File: src/rtl/pong_game_ctrl_if.sv
// Signal bundle between the pong game sequencer and its surroundings.
// The slave side is the sequencer; the master side drives buttons and events.
interface pong_game_ctrl_if;
   logic [1:0] btn;
   logic       refr_tick;
   logic       hit;
   logic       miss;
   logic       gra_still;
   logic [3:0] dig1;
   logic [3:0] dig0;
   logic [1:0] balls_left;
   logic [1:0] state;
   logic       game_over;
   logic       timer_up;

   modport master (
      output btn, refr_tick, hit, miss,
      input  gra_still, dig1, dig0, balls_left,
      input  state, game_over, timer_up
   );

   modport slave (
      input  btn, refr_tick, hit, miss,
      output gra_still, dig1, dig0, balls_left,
      output state, game_over, timer_up
   );
endinterface

File: src/rtl/pong_game_ctrl.sv
// Pong game sequencer: game FSM, BCD score, ball count
// and the frame-based delay timer between balls.
module pong_game_ctrl #(
   parameter int BALLS      = 3,
   parameter int TIMER_LOAD = 120
) (
   input  logic            clk,
   input  logic            rst,
   pong_game_ctrl_if.slave io
);

   typedef enum logic [1:0] {
      NEWGAME = 2'b00,
      PLAY    = 2'b01,
      NEWBALL = 2'b10,
      OVER    = 2'b11
   } state_t;

   localparam logic [1:0] NBALLS = 2'(BALLS);
   localparam logic [6:0] TLOAD  = 7'(TIMER_LOAD);

   state_t     state_q, state_d;
   logic [1:0] balls_q, balls_d;
   logic [3:0] dig1_q, dig1_d;
   logic [3:0] dig0_q, dig0_d;
   logic [6:0] timer_q, timer_d;
   logic       pressed;
   logic       up;
   logic       score_inc;
   logic       score_clr;

   assign pressed = (io.btn != 2'b00);
   assign up      = (timer_q == 7'd0);

   always_ff @(posedge clk or negedge rst) begin
      if (!rst) begin
         state_q <= NEWGAME;
         balls_q <= NBALLS;
         dig1_q  <= 4'd0;
         dig0_q  <= 4'd0;
         timer_q <= 7'd0;
      end else begin
         state_q <= state_d;
         balls_q <= balls_d;
         dig1_q  <= dig1_d;
         dig0_q  <= dig0_d;
         timer_q <= timer_d;
      end
   end

   always_comb begin
      state_d   = state_q;
      balls_d   = balls_q;
      score_inc = 1'b0;
      score_clr = 1'b0;
      timer_d   = timer_q;
      if (io.refr_tick && !up)
         timer_d = timer_q - 7'd1;
      unique case (state_q)
         NEWGAME: begin
            balls_d = NBALLS;
            if (pressed) begin
               state_d = PLAY;
               balls_d = NBALLS - 2'd1;
            end
         end
         PLAY: begin
            score_inc = io.hit;
            if (io.miss) begin
               // load wins over any coincident frame tick
               timer_d = TLOAD;
               if (balls_q == 2'd0) begin
                  state_d = OVER;
               end else begin
                  state_d = NEWBALL;
                  balls_d = balls_q - 2'd1;
               end
            end
         end
         NEWBALL: begin
            if (up && pressed)
               state_d = PLAY;
         end
         OVER: begin
            if (up) begin
               state_d   = NEWGAME;
               balls_d   = NBALLS;
               score_clr = 1'b1;
            end
         end
         default: state_d = NEWGAME;
      endcase
   end

   always_comb begin
      dig1_d = dig1_q;
      dig0_d = dig0_q;
      if (score_clr) begin
         dig1_d = 4'd0;
         dig0_d = 4'd0;
      end else if (score_inc) begin
         if (dig0_q == 4'd9) begin
            dig0_d = 4'd0;
            dig1_d = (dig1_q == 4'd9) ? 4'd0 : dig1_q + 4'd1;
         end else begin
            dig0_d = dig0_q + 4'd1;
         end
      end
   end

   assign io.state      = state_q;
   assign io.gra_still  = (state_q != PLAY);
   assign io.game_over  = (state_q == OVER);
   assign io.balls_left = balls_q;
   assign io.dig1       = dig1_q;
   assign io.dig0       = dig0_q;
   assign io.timer_up   = up;

endmodule

File: src/flat_wrapper.sv
// flat-port wrapper written by rule: the top's interface ports become plain ports
module pong_game_ctrl_flat 
#(
   parameter int BALLS      = 3,
   parameter int TIMER_LOAD = 120
)
  (clk, rst, io_btn, io_refr_tick, io_hit, io_miss, io_gra_still, io_dig1, io_dig0, io_balls_left, io_state, io_game_over, io_timer_up);
  pong_game_ctrl_if io_i ();
  input  logic clk;
  input  logic rst;
  input wire logic [$bits(io_i.btn)-1:0] io_btn;
  input wire logic [$bits(io_i.refr_tick)-1:0] io_refr_tick;
  input wire logic [$bits(io_i.hit)-1:0] io_hit;
  input wire logic [$bits(io_i.miss)-1:0] io_miss;
  output wire logic [$bits(io_i.gra_still)-1:0] io_gra_still;
  output wire logic [$bits(io_i.dig1)-1:0] io_dig1;
  output wire logic [$bits(io_i.dig0)-1:0] io_dig0;
  output wire logic [$bits(io_i.balls_left)-1:0] io_balls_left;
  output wire logic [$bits(io_i.state)-1:0] io_state;
  output wire logic [$bits(io_i.game_over)-1:0] io_game_over;
  output wire logic [$bits(io_i.timer_up)-1:0] io_timer_up;
  assign io_i.btn = io_btn;
  assign io_i.refr_tick = io_refr_tick;
  assign io_i.hit = io_hit;
  assign io_i.miss = io_miss;
  assign io_gra_still = io_i.gra_still;
  assign io_dig1 = io_i.dig1;
  assign io_dig0 = io_i.dig0;
  assign io_balls_left = io_i.balls_left;
  assign io_state = io_i.state;
  assign io_game_over = io_i.game_over;
  assign io_timer_up = io_i.timer_up;
  pong_game_ctrl #(.BALLS(BALLS), .TIMER_LOAD(TIMER_LOAD)) u_core (.clk(clk), .rst(rst), .io(io_i));
endmodule
File: config.mk
export PLATFORM = sky130hd
export DESIGN_NAME = pong_game_ctrl_flat
export DESIGN_NICKNAME = d
export VERILOG_FILES = /design/src/rtl/pong_game_ctrl_if.sv /design/src/rtl/pong_game_ctrl.sv /design/src/flat_wrapper.sv
export SDC_FILE = /design/constraint.sdc
export NUM_CORES = 1
export LEC_CHECK = 0
export CORE_ASPECT_RATIO = 1.75
export CORE_UTILIZATION = 46
export DETAILED_ROUTE_END_ITERATION = 16
export PLACE_DENSITY = 0.74
export REMOVE_ABC_BUFFERS = 1
export SYNTH_ARGS = -nofsm -noshare
export SYNTH_HDL_FRONTEND = slang
export SYNTH_SLANG_ARGS = --single-unit
File: constraint.sdc
create_clock -name clk -period 1.4 [get_ports clk]
set_input_delay 0.28 -clock clk [delete_from_list [all_inputs] [get_ports clk]]
set_output_delay 0.28 -clock clk [all_outputs]
set_load 0.02 [all_outputs]
# Word level (Yosys, flattened, before mapping)
# Index checks and enable logic that the tools add are counted.
word_totals:
  register_bits: 19
  out_inout_bits: 15
  wordCells: 57
op_classes:
  add_sub_neg: 4
  n_eq_ne: 11
  n_mux: 24
  n_reduce_logical: 13
ops:
  columns: ["operator", "n"]
  rows:
  - ["4-bit 2-to-1 mux", 7]
  - ["7-bit 2-to-1 mux", 3]
  - ["2-bit 2-to-1 mux", 7]
  - ["4-bit by 1-bit adder with 4-bit output, second input constant", 2]
  - ["4-bit == test, second input constant", 2]
  - ["2-bit by 1-bit inequality test with 1-bit output, second input constant", 4]
  - ["2-bit case mux with 4 select lines", 1]
  - ["4-bit AND reduction", 2]
  - ["7-bit logical NOT", 1]
  - ["7-bit by 1-bit subtractor with 7-bit output, second input constant", 1]
  - ["2-bit case mux with 3 select lines", 1]
  - ["2-bit nonzero test", 3]
  - ["1-bit 2-to-1 mux", 5]
  - ["2-bit == test, second input constant", 2]
  - ["2-bit logical NOT", 2]
  - ["2-bit inequality test, second input constant", 2]
  - ["3-bit nonzero test", 1]
  - ["2-bit by 1-bit == test with 1-bit output, second input constant", 1]
  - ["1-bit logical AND", 2]
  - ["2-bit AND reduction", 1]
  - ["2-bit by 1-bit subtractor with 2-bit output, second input constant", 1]
  - ["1-bit logical NOT", 1]

# Longest topological paths before layout
depth:
  depth_word: 6
  depth_mapped: 5

# Worst setup path after synthesis
# No wires, ideal clock.
synth_timing:
  kind: "register -> output"
  from: "reg u_core.timer_q[0]"
  to: "out io_timer_up"
  t_arrival_ps: 1383
  slack_ps: -263
  stages_incl_launch_ff: 5
  path_cell_list: "dfrtp_1 -> inv_1 -> ha_1 -> or4b_4 -> nor2_2"
synth_between:
  elab_chain_len: 1
synth_rtl:
  columns: ["element", "line", "text"]
  rows:
  - ["from (decl)", "pong_game_ctrl.sv:26", "logic [6:0] timer_q, timer_d;"]
  - ["from (signal assigned)", "pong_game_ctrl.sv:47", "timer_q <= timer_d;"]
  - ["7-bit logical NOT", "pong_game_ctrl.sv:33", "assign up = (timer_q == 7'd0);"]
  - ["to (decl)", "flat_wrapper.sv:21", "output wire logic [$bits(io_i.timer_up)-1:0] io_timer_up;"]
# No other way between the ends.

# Worst setup path in the final report
layout_timing:
  from: "reg u_core.timer_q[1]"
  to: "out io_timer_up"
# The elaborated chain is that of the path after synthesis.

==> results.md <==
* Final Net Count at 196
* Share of post-route cells with drive strength above 1 at 42.0%
* Area after detailed placement at 1650 um2
* Clock Pin Slew Worst Setup and Hold Paths at 70 ps
* WP buf/inv at 2
* Maximum capacitance violations at 0
* Average routed wire per standard cell at 17.4 um
* Vias in the first global route at 1265
* Top cells by area, synth: sky130_fd_sc_hd__dfrtp_1, sky130_fd_sc_hd__ha_1, sky130_fd_sc_hd__dfstp_2
* P_leak at 0.850 nW
* Result of the run: complete, but fails checks
* Net switching power figure at 1.37 mW
* Routed WL at 3.60 mm
* Series of cell instances along the critical path: inv_2 > ha_4 > or4b_4 > nor2_4 > buf_6
* Layout-stage area growth over the synthesis result at 56.7%
* X dimension of the die at 40.4 um
* Total global-route track usage at 27.0%
* Number of slew-limit violations in the final report at 0
* Average footprint of a synthesized cell at 9.92 um2
* Reg-to-reg critical path startpoint: u_core.timer_q[1]
* Headroom to the max-slew limit at 79.9%
* Post-route antenna net violation count at 0
* Worst Reg-to-Reg Cells at 7
* Max Clock Skew at 3.29 ps
* DP HPWL at 2.43 mm
* Count of unresolved DRC violations after routing at 0
* Type of destination of the critical path: output port
* DRT Pass-1 Iters at 4
* Required time of the critical path at 1120 ps
* Wire length of the first global-routing pass at 5.44 mm
* Synthesis-stage register bit count at 19
* Core Region at 2460 um2
* Worst Hold Slack at 362 ps
* Slowest library cell on the worst path: sky130_fd_sc_hd__or4b_4
* Flop pwr share at 27.7%
* Latest clock arrival within the worst-skew pair at 250 ps
* Number of cells in the design after placement at 195
* Class of the worst hold path: primary input to async pin
* Comb power frac at 61.0%
* Starting DRC count in detailed routing at 24
* Top flip-flop cell by instance count after synthesis: sky130_fd_sc_hd__dfrtp_1
* Syn. warnings at 0
* CP peak stage delay at 480 ps
* Violations in the final reports: setup timing
* Levels on crit path at 5
* P_int at 2.01 mW
* Count of cell types in the netlist at 49
* CTS tree: yes
* Weighted congestion at the end of routability-driven global placement at 0.771
* Die Area at 2800 um2
* Post-route insts no fill at 207
* Total CTS buffers at 3
* Number of ports placed on the die boundary at 22
* Clock share of power at 11.3%
* Kind of critical path: flip-flop to output port
* Crit path launch: u_core.timer_q[1]
* Sequential area share after synthesis at 40.2%
* Aggregate global routing overflow at 0
* Starting Density at 48.3%
* Fraction of registers with async set or reset after synthesis at 100%
* Post-detailed-route via-to-cell ratio at 5.90
* Share of the clock period used by the worst path at 133%
* Setup TNS Final at -4480 ps
* Startpoint type of the worst setup path: flip-flop
* Worst IR drop on VDD at 1.16 mV
* CP delay by family, top: simple AND/OR/NAND/NOR gates
* Height of the die at 69.3 um
* Clock tree root buffer cell: sky130_fd_sc_hd__clkbuf_8
* Standard-cell rows at 24
* Share of the synthesized area in the top cell type at 35.8%
* Power per Cell Area at 1820 nW/um2
* Reg2reg end: u_core.timer_q[0]
* Data arrival time of the worst path at 1580 ps
* Final std cell area, no fill at 1860 um2
* Post-synthesis cell area at 1190 um2
* Utilization after layout at 75.7%
* Number of flops mapped to enable cells by yosys at 0
* Count of endpoints failing hold in the final timing report at 0
* Number of buffer cells added on primary ports at 21
* Number of standard cells after synthesis at 120
* Final Total Pwr at 3.39 mW
* Final setup violation count at 20
* Worst slack at placement at -696 ps
* Minimum period implied by the final worst setup slack at 1860 ps
* Number of levels in the clock H-tree at 1
* Sw Share at 40.5%
* Worst setup margin at -465 ps
* Maximum number of buffers from clock root to sink at 2
* Sinks on the clock net at 19
* Worst Max-Slew Pin Slew at 299 ps
* Top achievable clock speed at 536 MHz
* Via total after detailed routing at 1221
* RSZ-0062 raised after global routing: yes
* Slack of the worst reg-to-reg path at -460 ps
* Number of antenna violations at the first check in global routing at 0
* Maximum number of pins on one net before global-route repair at 20
* Antenna fix cells at 0
* Largest area contributor in the synthesized netlist: sky130_fd_sc_hd__dfrtp_1
* CP Max Fanout at 2
-- routing by layer --
metal	up-vias	global-route usage, %	share of wire, %
met1	604	26.7	37
met3	10	2.24	2.5
met5	-	0	0
li1	570	-	-
met4	0	10.7	2.5
met2	37	50.4	58
-- worst max path at each step --
| stage | endpoint | slack (ps) |
|---|---|---|
| final | io_timer_up | -460 |
| after global routing | io_timer_up | -510 |
| after CTS | io_timer_up | -470 |
| after detailed placement | io_timer_up | -700 |
| after global placement | io_timer_up | -680 |
| after floorplan | io_timer_up | -260 |
-- worst register-to-register path, cell delays in order, from the launching register on --
cell and delay (ps):
sky130_fd_sc_hd__dfrtp_1 400, sky130_fd_sc_hd__inv_2 90, sky130_fd_sc_hd__ha_4 130, sky130_fd_sc_hd__or4b_4 480, sky130_fd_sc_hd__buf_4 150, sky130_fd_sc_hd__buf_6 130
sky130_fd_sc_hd__o21ai_4 160, sky130_fd_sc_hd__mux2i_1 240
-- layout by cell type, fill, tap and decap left out, types with 2 or more instances in the layout --
master / instances
sky130_fd_sc_hd__nand3b_1: 3
sky130_fd_sc_hd__nand2b_1: 2
sky130_fd_sc_hd__clkdlybuf4s50_1: 6
sky130_fd_sc_hd__a211o_1: 2
sky130_fd_sc_hd__or4bb_1: 2
sky130_fd_sc_hd__clkdlybuf4s15_1: 2
sky130_fd_sc_hd__ha_4: 2
sky130_fd_sc_hd__ha_1: 4
sky130_fd_sc_hd__nand3_2: 2
sky130_fd_sc_hd__buf_6: 3
sky130_fd_sc_hd__nor4_1: 2
sky130_fd_sc_hd__inv_1: 5
sky130_fd_sc_hd__dfrtp_1: 17
sky130_fd_sc_hd__and3b_1: 5
sky130_fd_sc_hd__clkbuf_8: 3
sky130_fd_sc_hd__dlygate4sd2_1: 8
sky130_fd_sc_hd__nor2_1: 3
sky130_fd_sc_hd__nand3_1: 3
sky130_fd_sc_hd__a21oi_1: 5
sky130_fd_sc_hd__inv_2: 2
sky130_fd_sc_hd__buf_2: 2
sky130_fd_sc_hd__o21ai_0: 4
sky130_fd_sc_hd__nor2_4: 2
sky130_fd_sc_hd__mux2i_1: 3
sky130_fd_sc_hd__nand2_1: 7
sky130_fd_sc_hd__dfstp_2: 2
sky130_fd_sc_hd__a31o_1: 2
sky130_fd_sc_hd__o21ai_2: 2
sky130_fd_sc_hd__buf_4: 38
-- cell usage after synthesis, drive strengths merged (2+ instances only) --
library cell  count
a31o              2
nor3              2
ha                7
nor2              5
or2               3
nand2b            3
clkbuf            2
a21oi             6
inv               7
mux2i             3
dfstp             2
nand3             5
nand3b            3
and3b             5
nand2             8
or4bb             2
a211o             2
o21ai             8
dfrtp            17
and2              2
nor4              3
or4               2
-- registers in the layout, summed over array words and instances, names as in the netlist --
signal,count
u_core.io.dig1,4
u_core.io.balls_left,2
u_core.io.dig0,4
u_core.timer_q,7
u_core.io.state,2
-- cells by family (layout without fill, tap and decap cells) --
logic type | Yosys count | count (layout) | share of synthesized area (%)
AO/OA/AOI/OAI | 29 | 29 | 16.3
XOR/XNOR | 1 | 1 | 0.736
adder cells (fa/ha/maj) | 7 | 7 | 7.36
buffers and inverters | 10 | 71 | 3.26
flip-flops | 19 | 19 | 40.2
multiplexers | 3 | 3 | 2.52
AND/OR/NAND/NOR | 51 | 51 | 29.7
-- power groups by stage --
| stage | registers (mW) | clock network, mW | logic, mW |
|---|---|---|---|
| floorplan | 1.14 | 0 | 0.620 |
| global placement | 0.917 | 0 | 1.62 |
| detailed placement | 0.937 | 0 | 1.70 |
| CTS | 0.921 | 0.378 | 1.91 |
| global route | 0.949 | 0.412 | 2.20 |
| finish | 0.938 | 0.381 | 2.07 |
-- area by class of cell --
class | count | area, um2
clock buffers | 4 | 45.0
fillers | 178 | 598
inverters | 7 | 26.3
multi-input cells | 91 | 798
flip-flops and latches | 19 | 478
well taps | 26 | 32.5
repair buffers | 60 | 484
-- what timing repair did --
item | 4_1_cts | 5_1_grt
buffers inserted | 7 | 3
gates resized for setup | 52 | 12
pin swaps | 12 | 7
hold buffers | 0 | 0
endpoints found under the setup margin | 34 | 24
Note: power is estimated with default switching activity, not from simulation.
